## src/rtl/exc_ctrl_pkg.sv

```systemverilog
// exc_ctrl_pkg
//   Shared definitions for the MEM-stage exception/interrupt commit controller:
//   CP0 ExcCode constants, the controller state encoding, the badvaddr source
//   selector and the default exception entry vector.
package exc_ctrl_pkg;

  // CP0 Cause.ExcCode values
  localparam logic [4:0] EXC_INT  = 5'h00;
  localparam logic [4:0] EXC_ADEL = 5'h04;
  localparam logic [4:0] EXC_ADES = 5'h05;
  localparam logic [4:0] EXC_SYS  = 5'h08;
  localparam logic [4:0] EXC_BP   = 5'h09;
  localparam logic [4:0] EXC_RI   = 5'h0A;
  localparam logic [4:0] EXC_OV   = 5'h0C;

  localparam logic [31:0] EXC_VECTOR_DEFAULT = 32'hBFC0_0380;

  typedef enum logic [1:0] {
    ST_IDLE     = 2'd0,
    ST_FLUSH    = 2'd1,
    ST_DRAIN    = 2'd2,
    ST_REDIRECT = 2'd3
  } state_t;

  // Source of the faulting virtual address written to CP0 BadVAddr
  typedef enum logic [1:0] {
    BV_NONE = 2'd0,
    BV_PC   = 2'd1,
    BV_DATA = 2'd2
  } bv_sel_t;

endpackage

```

## src/rtl/exc_ctrl_prio_enc.sv

```systemverilog
// exc_prio_enc
//   Combinational priority encoder: picks the highest-priority cause among a
//   pending interrupt and the per-instruction exception flags.
//   Ports:
//     int_pend              in   interrupt is pending and enabled
//     adel_if .. ades       in   exception flags
//     hit                   out  any exception/interrupt present
//     exc_code [4:0]        out  ExcCode of the winning cause
//     bv_sel   [1:0]        out  badvaddr source (bv_sel_t encoding)
module exc_prio_enc
  import exc_ctrl_pkg::*;
(
  input  logic       int_pend,
  input  logic       adel_if,
  input  logic       ri,
  input  logic       ov,
  input  logic       sys,
  input  logic       bp,
  input  logic       adel_ld,
  input  logic       ades,
  output logic       hit,
  output logic [4:0] exc_code,
  output logic [1:0] bv_sel
);

  always_comb begin
    hit      = 1'b1;
    exc_code = EXC_INT;
    bv_sel   = BV_NONE;
    if (int_pend) begin
      exc_code = EXC_INT;
    end else if (adel_if) begin
      exc_code = EXC_ADEL;
      bv_sel   = BV_PC;
    end else if (ri) begin
      exc_code = EXC_RI;
    end else if (ov) begin
      exc_code = EXC_OV;
    end else if (sys) begin
      exc_code = EXC_SYS;
    end else if (bp) begin
      exc_code = EXC_BP;
    end else if (adel_ld) begin
      exc_code = EXC_ADEL;
      bv_sel   = BV_DATA;
    end else if (ades) begin
      exc_code = EXC_ADES;
      bv_sel   = BV_DATA;
    end else begin
      hit = 1'b0;
    end
  end

endmodule

```

## src/rtl/exc_ctrl.sv

```systemverilog
// exc_ctrl
//   MEM-stage exception/interrupt commit controller. On a triggering
//   instruction it emits a one-cycle CP0 entry (or ERET) pulse, flushes the
//   pipeline, waits for the data bus to drain and hands a PC redirect to IF
//   over a valid/ready handshake.
//   Optional build macro: INT_SYNC_EN -- 2-flop synchronizer on hardware_int.
//   Ports:
//     clk, rst (async, active-low)
//     valid_i, pc_i, is_bd_i, exception flags, eret_i, data_vaddr_i : MEM stage
//     hardware_int, is_ie, is_exl, int_mask, soft_int, errorpc       : CP0 state
//     mem_busy                                                       : data bus
//     is_exception, is_excep_return, is_bd, we_badvaddr, exc_code,
//     exc_pc, badvaddr                                               : to CP0
//     accept_o, flush_o                                              : pipeline
//     redirect_valid, redirect_ready, redirect_pc                    : to IF
module exc_ctrl
  import exc_ctrl_pkg::*;
#(
  parameter logic [31:0] EXC_VECTOR = EXC_VECTOR_DEFAULT
) (
  input  logic        clk,
  input  logic        rst,
  input  logic        valid_i,
  input  logic [31:0] pc_i,
  input  logic        is_bd_i,
  input  logic        adel_if_i,
  input  logic        ri_i,
  input  logic        ov_i,
  input  logic        sys_i,
  input  logic        bp_i,
  input  logic        adel_ld_i,
  input  logic        ades_st_i,
  input  logic        eret_i,
  input  logic [31:0] data_vaddr_i,
  input  logic [5:0]  hardware_int,
  input  logic        is_ie,
  input  logic        is_exl,
  input  logic [7:0]  int_mask,
  input  logic [1:0]  soft_int,
  input  logic [31:0] errorpc,
  input  logic        mem_busy,
  output logic        is_exception,
  output logic        is_excep_return,
  output logic        is_bd,
  output logic        we_badvaddr,
  output logic [4:0]  exc_code,
  output logic [31:0] exc_pc,
  output logic [31:0] badvaddr,
  output logic        accept_o,
  output logic        flush_o,
  output logic        redirect_valid,
  input  logic        redirect_ready,
  output logic [31:0] redirect_pc
);

  logic [5:0] hw_int_s;

`ifdef INT_SYNC_EN
  logic [5:0] int_sync1_reg;
  logic [5:0] int_sync2_reg;

  always_ff @(posedge clk or negedge rst) begin
    if (!rst) begin
      int_sync1_reg <= '0;
      int_sync2_reg <= '0;
    end else begin
      int_sync1_reg <= hardware_int;
      int_sync2_reg <= int_sync1_reg;
    end
  end

  assign hw_int_s = int_sync2_reg;
`else
  assign hw_int_s = hardware_int;
`endif

  logic       int_pend;
  logic       exc_hit;
  logic [4:0] exc_code_enc;
  logic [1:0] bv_sel;
  logic       trigger;
  logic [31:0] exc_pc_calc;
  logic [31:0] badvaddr_calc;

  assign int_pend = (|(int_mask & {hw_int_s, soft_int})) & is_ie & ~is_exl;

  exc_prio_enc u_prio (
    .int_pend (int_pend),
    .adel_if  (adel_if_i),
    .ri       (ri_i),
    .ov       (ov_i),
    .sys      (sys_i),
    .bp       (bp_i),
    .adel_ld  (adel_ld_i),
    .ades     (ades_st_i),
    .hit      (exc_hit),
    .exc_code (exc_code_enc),
    .bv_sel   (bv_sel)
  );

  state_t state_reg;
  state_t state_next;

  assign trigger = (state_reg == ST_IDLE) & valid_i & (int_pend | exc_hit | eret_i);

  // Modulo-2^32: a delay slot at PC 0 points EPC at 0xFFFF_FFFC
  assign exc_pc_calc = is_bd_i ? (pc_i - 32'd4) : pc_i;

  always_comb begin
    badvaddr_calc = 32'h0;
    case (bv_sel)
      BV_PC:   badvaddr_calc = pc_i;
      BV_DATA: badvaddr_calc = data_vaddr_i;
      default: badvaddr_calc = 32'h0;
    endcase
  end

  always_ff @(posedge clk or negedge rst) begin
    if (!rst) begin
      state_reg <= ST_IDLE;
    end else begin
      state_reg <= state_next;
    end
  end

  always_comb begin
    state_next     = state_reg;
    accept_o       = 1'b0;
    flush_o        = 1'b1;
    redirect_valid = 1'b0;
    case (state_reg)
      ST_IDLE: begin
        accept_o = 1'b1;
        flush_o  = 1'b0;
        if (trigger) state_next = ST_FLUSH;
      end
      ST_FLUSH: begin
        state_next = ST_DRAIN;
      end
      ST_DRAIN: begin
        if (!mem_busy) state_next = ST_REDIRECT;
      end
      ST_REDIRECT: begin
        redirect_valid = 1'b1;
        if (redirect_ready) state_next = ST_IDLE;
      end
      default: begin
        state_next = ST_IDLE;
      end
    endcase
  end

  // CP0 outputs are single-cycle pulses; everything clears when not triggering
  logic        is_exception_reg;
  logic        is_excep_return_reg;
  logic        is_bd_reg;
  logic        we_badvaddr_reg;
  logic [4:0]  exc_code_reg;
  logic [31:0] exc_pc_reg;
  logic [31:0] badvaddr_reg;
  logic        is_eret_reg;
  logic [31:0] redirect_pc_reg;

  always_ff @(posedge clk or negedge rst) begin
    if (!rst) begin
      is_exception_reg    <= 1'b0;
      is_excep_return_reg <= 1'b0;
      is_bd_reg           <= 1'b0;
      we_badvaddr_reg     <= 1'b0;
      exc_code_reg        <= 5'h0;
      exc_pc_reg          <= 32'h0;
      badvaddr_reg        <= 32'h0;
      is_eret_reg         <= 1'b0;
      redirect_pc_reg     <= 32'h0;
    end else begin
      is_exception_reg    <= 1'b0;
      is_excep_return_reg <= 1'b0;
      is_bd_reg           <= 1'b0;
      we_badvaddr_reg     <= 1'b0;
      exc_code_reg        <= 5'h0;
      exc_pc_reg          <= 32'h0;
      badvaddr_reg        <= 32'h0;
      if (trigger) begin
        // Any exception or interrupt overrides an ERET on the same instruction
        is_exception_reg    <= exc_hit;
        is_excep_return_reg <= ~exc_hit;
        is_eret_reg         <= ~exc_hit;
        if (exc_hit) begin
          is_bd_reg       <= is_bd_i;
          we_badvaddr_reg <= (bv_sel != BV_NONE);
          exc_code_reg    <= exc_code_enc;
          exc_pc_reg      <= exc_pc_calc;
          badvaddr_reg    <= badvaddr_calc;
        end
      end
      // EPC is sampled on the way into REDIRECT, then held through the handshake
      if (state_reg == ST_DRAIN && !mem_busy) begin
        redirect_pc_reg <= is_eret_reg ? errorpc : EXC_VECTOR;
      end
    end
  end

  assign is_exception    = is_exception_reg;
  assign is_excep_return = is_excep_return_reg;
  assign is_bd           = is_bd_reg;
  assign we_badvaddr     = we_badvaddr_reg;
  assign exc_code        = exc_code_reg;
  assign exc_pc          = exc_pc_reg;
  assign badvaddr        = badvaddr_reg;
  assign redirect_pc     = redirect_pc_reg;

endmodule
```

## config.mk

```make
export PLATFORM = sky130hd
export DESIGN_NAME = exc_ctrl
export DESIGN_NICKNAME = d
export VERILOG_FILES = /design/src/rtl/exc_ctrl_pkg.sv /design/src/rtl/exc_ctrl_prio_enc.sv /design/src/rtl/exc_ctrl.sv
export SDC_FILE = /design/constraint.sdc
export NUM_CORES = 1
export LEC_CHECK = 0
export BUFFER_PORTS_ARGS = -buffer_cell sky130_fd_sc_hd__buf_2
export CAP_MARGIN = 25
export CORE_ASPECT_RATIO = 0.5
export CORE_MARGIN = 5
export CORE_UTILIZATION = 40
export DETAILED_ROUTE_END_ITERATION = 6
export GPL_TIMING_DRIVEN = 0
export PLACE_DENSITY = 0.8
export SETUP_SLACK_MARGIN = 0.1
export SYNTH_ARGS = -nofsm -noshare
export SYNTH_HDL_FRONTEND = slang
export SYNTH_HIERARCHICAL = 1
export SYNTH_SLANG_ARGS = --single-unit
```

## constraint.sdc

```tcl
create_clock -name clk -period 2.3 [get_ports clk]
set_clock_uncertainty 0.05 [all_clocks]
set_input_delay 0.46 -clock clk [delete_from_list [all_inputs] [get_ports clk]]
set_output_delay 0.46 -clock clk [all_outputs]
set_load 0.05 [all_outputs]
```

---- After elaboration in Yosys (flattened, before gate mapping) ----
Cells that the tools add are included.
operators by class
  bitwise gates (word level) .............. 9
  muxes and demuxes ....................... 46
  add/sub/neg operators ................... 1
  equality and inequality tests ........... 8
  reductions and logical operators ........ 6
operators with widths
  operator                                                              number
  32-bit two-way mux                                                    6
  32-bit one-hot mux with 2 select lines                                1
  5-bit two-way mux                                                     9
  32-bit by 3-bit subtractor with 32-bit output, second input constant  1
  2-bit two-way mux                                                     11
  1-bit two-way mux                                                     17
  8-bit bitwise AND                                                     1
  2-bit one-hot mux with 4 select lines                                 1
  8-bit OR reduction                                                    1
  2-bit == test, second input constant                                  3
  2-bit inequality test, second input constant                          3
  1-bit bitwise AND                                                     4
  2-bit by 1-bit == test with 1-bit output, second input constant       2
  3-bit two-way mux                                                     1
  3-bit AND reduction                                                   1
  2-bit logical NOT                                                     1
  1-bit NOT                                                             2
  1-bit OR                                                              2
  2-bit nonzero test                                                    1
  1-bit logical AND                                                     1
  1-bit logical NOT                                                     1
word-level totals
  register bits after elaboration ......... 108
  word-level logic and storage cells ...... 80
  input port bits ......................... 128
  output and inout port bits .............. 108

---- Logic depth before layout (Yosys ltp) ----
  word-level depth ........................ 13
  mapped depth ............................ 12
  depth with buffers taken out ............ 11

---- Modules after synthesis ----
Netlist, hierarchy kept.
modules (own cells, without submodules)
  module        sequential area each (sq um)  area each (sq um)  cells an instance  instances
  exc_ctrl      2702.6                        4629.4             449                1
  exc_prio_enc  0.0                           101.3              18                 1

---- Worst setup path before layout ----
Ideal clock, no wire load.
  path kind ............................... input to register
  start ................................... in int_mask[3]
  end ..................................... reg state_reg[1]
  required time ........................... 2.125 ns
  path slack .............................. -0.415 ns
  cell stages on the path ................. 11
  library setup time ...................... 0.125 ns
  path buffers ............................ 0
  data arrival time ....................... 2.540 ns
  path through ............................ a22o_1 -> a221oi_1 -> and3_1 -> nor2b_1 -> nor2_1 -> nand2_1 -> or4_1 -> o31ai_1 -> a221o_1 -> a31oi_1 -> mux2_2
on the way
  word-level cells in the longest chain between the ends .. 10
RTL lines
  item                                    RTL line                 text
  start, declared                         exc_ctrl.sv:38           input logic [7:0] int_mask,
  8-bit bitwise AND                       exc_ctrl.sv:85           assign int_pend = (|(int_mask & {hw_int_s, soft_int})) & is_ie & ~is_exl;
  8-bit OR reduction                      exc_ctrl.sv:85
  1-bit bitwise AND (2 in series)         exc_ctrl.sv:85
  named net int_pend                      exc_ctrl.sv:77           logic int_pend;
  1-bit two-way mux                       exc_ctrl_prio_enc.sv:30  if (int_pend) begin
  named net exc_hit                       exc_ctrl.sv:78           logic exc_hit;
  1-bit OR (2 in series)                  exc_ctrl.sv:104          assign trigger = (state_reg == ST_IDLE) & valid_i & (int_pend | exc_hit | eret_i);
  1-bit bitwise AND                       exc_ctrl.sv:104
  2-bit inequality test (no source line)  --
  3-bit AND reduction (no source line)    --
  end signal, assigned                    exc_ctrl.sv:122          state_reg <= state_next;
  end, declared                           exc_ctrl.sv:101          state_t state_reg;
The timed path passes the listed nets, and every way through them passes these cells.
A chain may end at the register's enable or synchronous reset.

---- Worst setup path in the final report ----
Ends and elaborated chain as after synthesis.

==> impl_metrics.csv <==
group,metric,value,unit
status,status,"finished with violations",
status,failed_checks,"setup timing",
synth,async_flop_share,100,%
synth,yosysTopAreaCell,"dfrtp_1",
synth,yosys.area_share.simple,21.0,%
cts,clk_pin_slew,0.07,ns
cts,numCtsBuffers,9,
synth,synth_fa_ha_area_share,1.85,%
synth,synth_flop_cell,"dfrtp_1",
placed_design,gp_congestion,0.792,
sta,post-route-min-period,2.47,ns
sta,fin_ws,-0.173,ns
die,initial_core_util,40.4,%
synth,netlist.area_leader.share,57.1,%
critical_path,crit_type,"input port to flip-flop",
power,peakVddDrop,626,uV
drt,dr.max_layer_used,"met5",
cts,root_buffer,"clkbuf_16",
critical_path,rr_worst_depth,7,
placed_design,place_ws,-0.743,ns
drt,drc,0,
critical_path,r2r-end,"redirect_pc[15]$_DFFE_PN0P_",
grt,grt_max_degree,56,
drt,routed-wl-met2,9210,um
drt,antenna_left,0,
grt,grt_usage,22.2,%
sta,fmax,0.404,GHz
synth,synth_cell_type_count,45,
grt,grt_overflow_total,0,
drt,drt-total-wl,18100,um
final_layout,n_antenna_cell,0,
placed_design,place_hpwl,10800,um
sta,tightestPinTransition,0.711,ns
cts,cts_tree,"built",
critical_path,worst_setup_path_end_kind,"flip-flop",
synth,synth_top_family_by_area,"simple AND/OR/NAND/NOR gates",
final_layout,final_nets,886,
min_path,hp-class,"input port to asynchronous set/reset pin",
cts,clock_path_buffers,2,
critical_path,cp.arrival,2.65,ns
power,power,7840,uW
sta,relSlewSlack,52.6,%
grt,grt_pass1_vias,4761,
cts,holdBufCountCts,0,
critical_path,critical_path_required,2.48,ns
power,leakage,0.00373,uW
synth,syn-num-nets,602,
sta,setup_viol,50,
die,dieHeight,86.9,um
job,maxCapViolCount,0,
die,io-pin-count,236,
critical_path,path_max_fanout,2,
synth,synth_xor_area_share,4.81,%
critical_path,critPathLaunchType,"input port",
synth,yosys-top-cells-area,"dfrtp_1 57%, nor2_1 5.9%, a22oi_1 5.4%",
synth,synthMuxAreaShare,0.476,%
placed_design,portBuffers,235,
sta,hold_violations,0,
synth,synth-edff-count,0,
final_layout,layout-drive-gt1-share,56.1,%
synth,ys_seq_area_share,57.1,%
synth,synth_common_cells,"108 x dfrtp_1, 74 x nor2_1, 59 x nand2_1",
drt,first_iter_violations,449,
sta,slew_violations,0,
synth,synth_compound_area_share,11.6,%
synth,syn_inst,467,
cts,clock-sinks,108,
drt,dr.pass1.iters,5,
drt,wire_per_inst,19.6,um
final_layout,area_growth,61.8,%
grt,antenna_found_initial,1,
synth,synth_area,4730,um2
synth,synth-seq-cells,108,
final_layout,fill_cells,844,
synth,syn_area_per_cell,10.1,um2
die,die_width,164,um
power,power_density,1020,nW/um2
critical_path,reg2reg_setup_slack,0.44,ns
drt,vias,4880,
drt,wl_met1,6700,um
drt,met3WireLength,1280,um
grt,grt_pass1_wl,24900,um
die,design.core.area,11700,um2
die,dieArea,14200,um2
drt,vias_per_cell,5.30,
critical_path,worstReg2RegStart,"state_reg[0]$_DFFE_PN0P_",
cts,cts-htree-levels,3,
sta,fin_crit_sh,108,%
synth,yosys_warnings,6,
die,row_count,28,
cts,clk_latency,0.34,ns
sta,rsz0062_at_grt,"true",
synth,synth.most_common_cell,"dfrtp_1",
==> worst max path at each step <==
stage                     start                  endpoint
finish              int_mask[3]  state_reg[1]$_DFFE_PN0P_
detailed placement  int_mask[3]    badvaddr[19]$_DFF_PN0_
CTS                 int_mask[3]  state_reg[1]$_DFFE_PN0P_
global route        int_mask[3]  state_reg[1]$_DFFE_PN0P_
floorplan           int_mask[3]  state_reg[1]$_DFFE_PN0P_
global placement    int_mask[3]    badvaddr[11]$_DFF_PN0_
==> cells in the final DEF, fill, tap and decap left out, types with 2 or more instances in the layout <==
cell / synthesis / layout
or4_1: 4 / 3
nor2_1: 74 / 24
a21oi_1: 6 / 2
ha_4: 0 / 3
nor2_4: 0 / 26
mux2_2: 2 / 2
nor2_2: 0 / 24
o31a_1: 2 / 2
buf_8: 0 / 12
nand3_1: 3 / 2
clkbuf_16: 0 / 17
or4_4: 1 / 2
nor2b_1: 15 / 14
xnor2_1: 18 / 18
a22oi_2: 0 / 32
clkinv_2: 0 / 2
dfrtp_1: 108 / 108
clkbuf_8: 0 / 2
a21oi_2: 0 / 3
nand2_1: 59 / 57
buf_4: 2 / 19
buf_2: 0 / 233
ha_1: 7 / 4
nor3_1: 4 / 4
o21ai_0: 33 / 33
or2_2: 2 / 2
buf_6: 0 / 14
nor4_1: 9 / 9
clkbuf_1: 24 / 13
or3_1: 7 / 7
xor2_1: 8 / 7
and2_4: 0 / 9
a22oi_1: 34 / 2
inv_1: 10 / 7
nor4b_2: 1 / 2
nand2b_1: 3 / 3
==> power breakdown <==
group / leakage [uW] / internal (uW) / total, uW / switching, uW
Combinational: 0.00212 / 1050 / 3720 / 2670
Sequential: 0.00146 / 2320 / 2530 / 203
Clock: 0.000149 / 902 / 1600 / 698
Total: 0.00373 / 4270 / 7840 / 3570
==> cell type report <==
class | count | area [um2] | share of cell area, %
flip-flops and latches | 108 | 2700 | 35.3
multi-input cells | 323 | 2480 | 32.3
repair buffers | 273 | 1640 | 21.4
plain buffers | 26 | 283 | 3.69
clock buffers | 12 | 256 | 3.35
well taps | 165 | 206 | 2.70
clock inverters | 4 | 47.5 | 0.621
inverters | 10 | 47.5 | 0.621
==> worst max-delay path, cell delays in order <==
cell	delay, ns
buf_6	0.09
a22o_1	0.24
a221oi_2	0.17
and3_4	0.23
nor2b_4	0.05
nor2_4	0.14
nand2_4	0.06
or4_4	0.46
o31ai_4	0.23
a221o_1	0.18
a31oi_2	0.05
mux2_2	0.30
==> what timing repair did <==
action / 4_1_cts / 5_1_grt
setup buffers: 26 / 5
gates cloned: 7 / 3
setup endpoints to repair: 74 / 74
gates resized for setup: 130 / 78
pin swaps: 52 / 51
==> per-stage QoR <==
stage          instance area, um2  TNS (ns)  util [%]  hold WS (ns)  std cells
2_1_floorplan                4780     -7.95         -         0.114        467
3_3_place_gp                 6160    -88.31      52.6         0.410        867
3_5_place_dp                 6190    -42.16      52.9         0.419        868
4_1_cts                      7290    -0.450      62.3         0.142        916
5_1_grt                      7660     -6.98      65.4         0.173        921
6_report                     7660     -2.57      65.4         0.108        921
==> metal layers <==
layer  vias to the layer above  track usage, %
met2                       277            40.0
li1                       2148               -
met1                      2364            25.8
met3                        89            5.25
met5                         -               0
met4                         2            9.06
==> cells by family after synthesis <==
logic type / Yosys count
buf+inv: 36
compound gates: 85
xor+xnor: 26
mux: 2
flops: 108
simple gates: 202
other cells: 1
fa+ha+maj: 7
(Power assumes the default switching activity.)
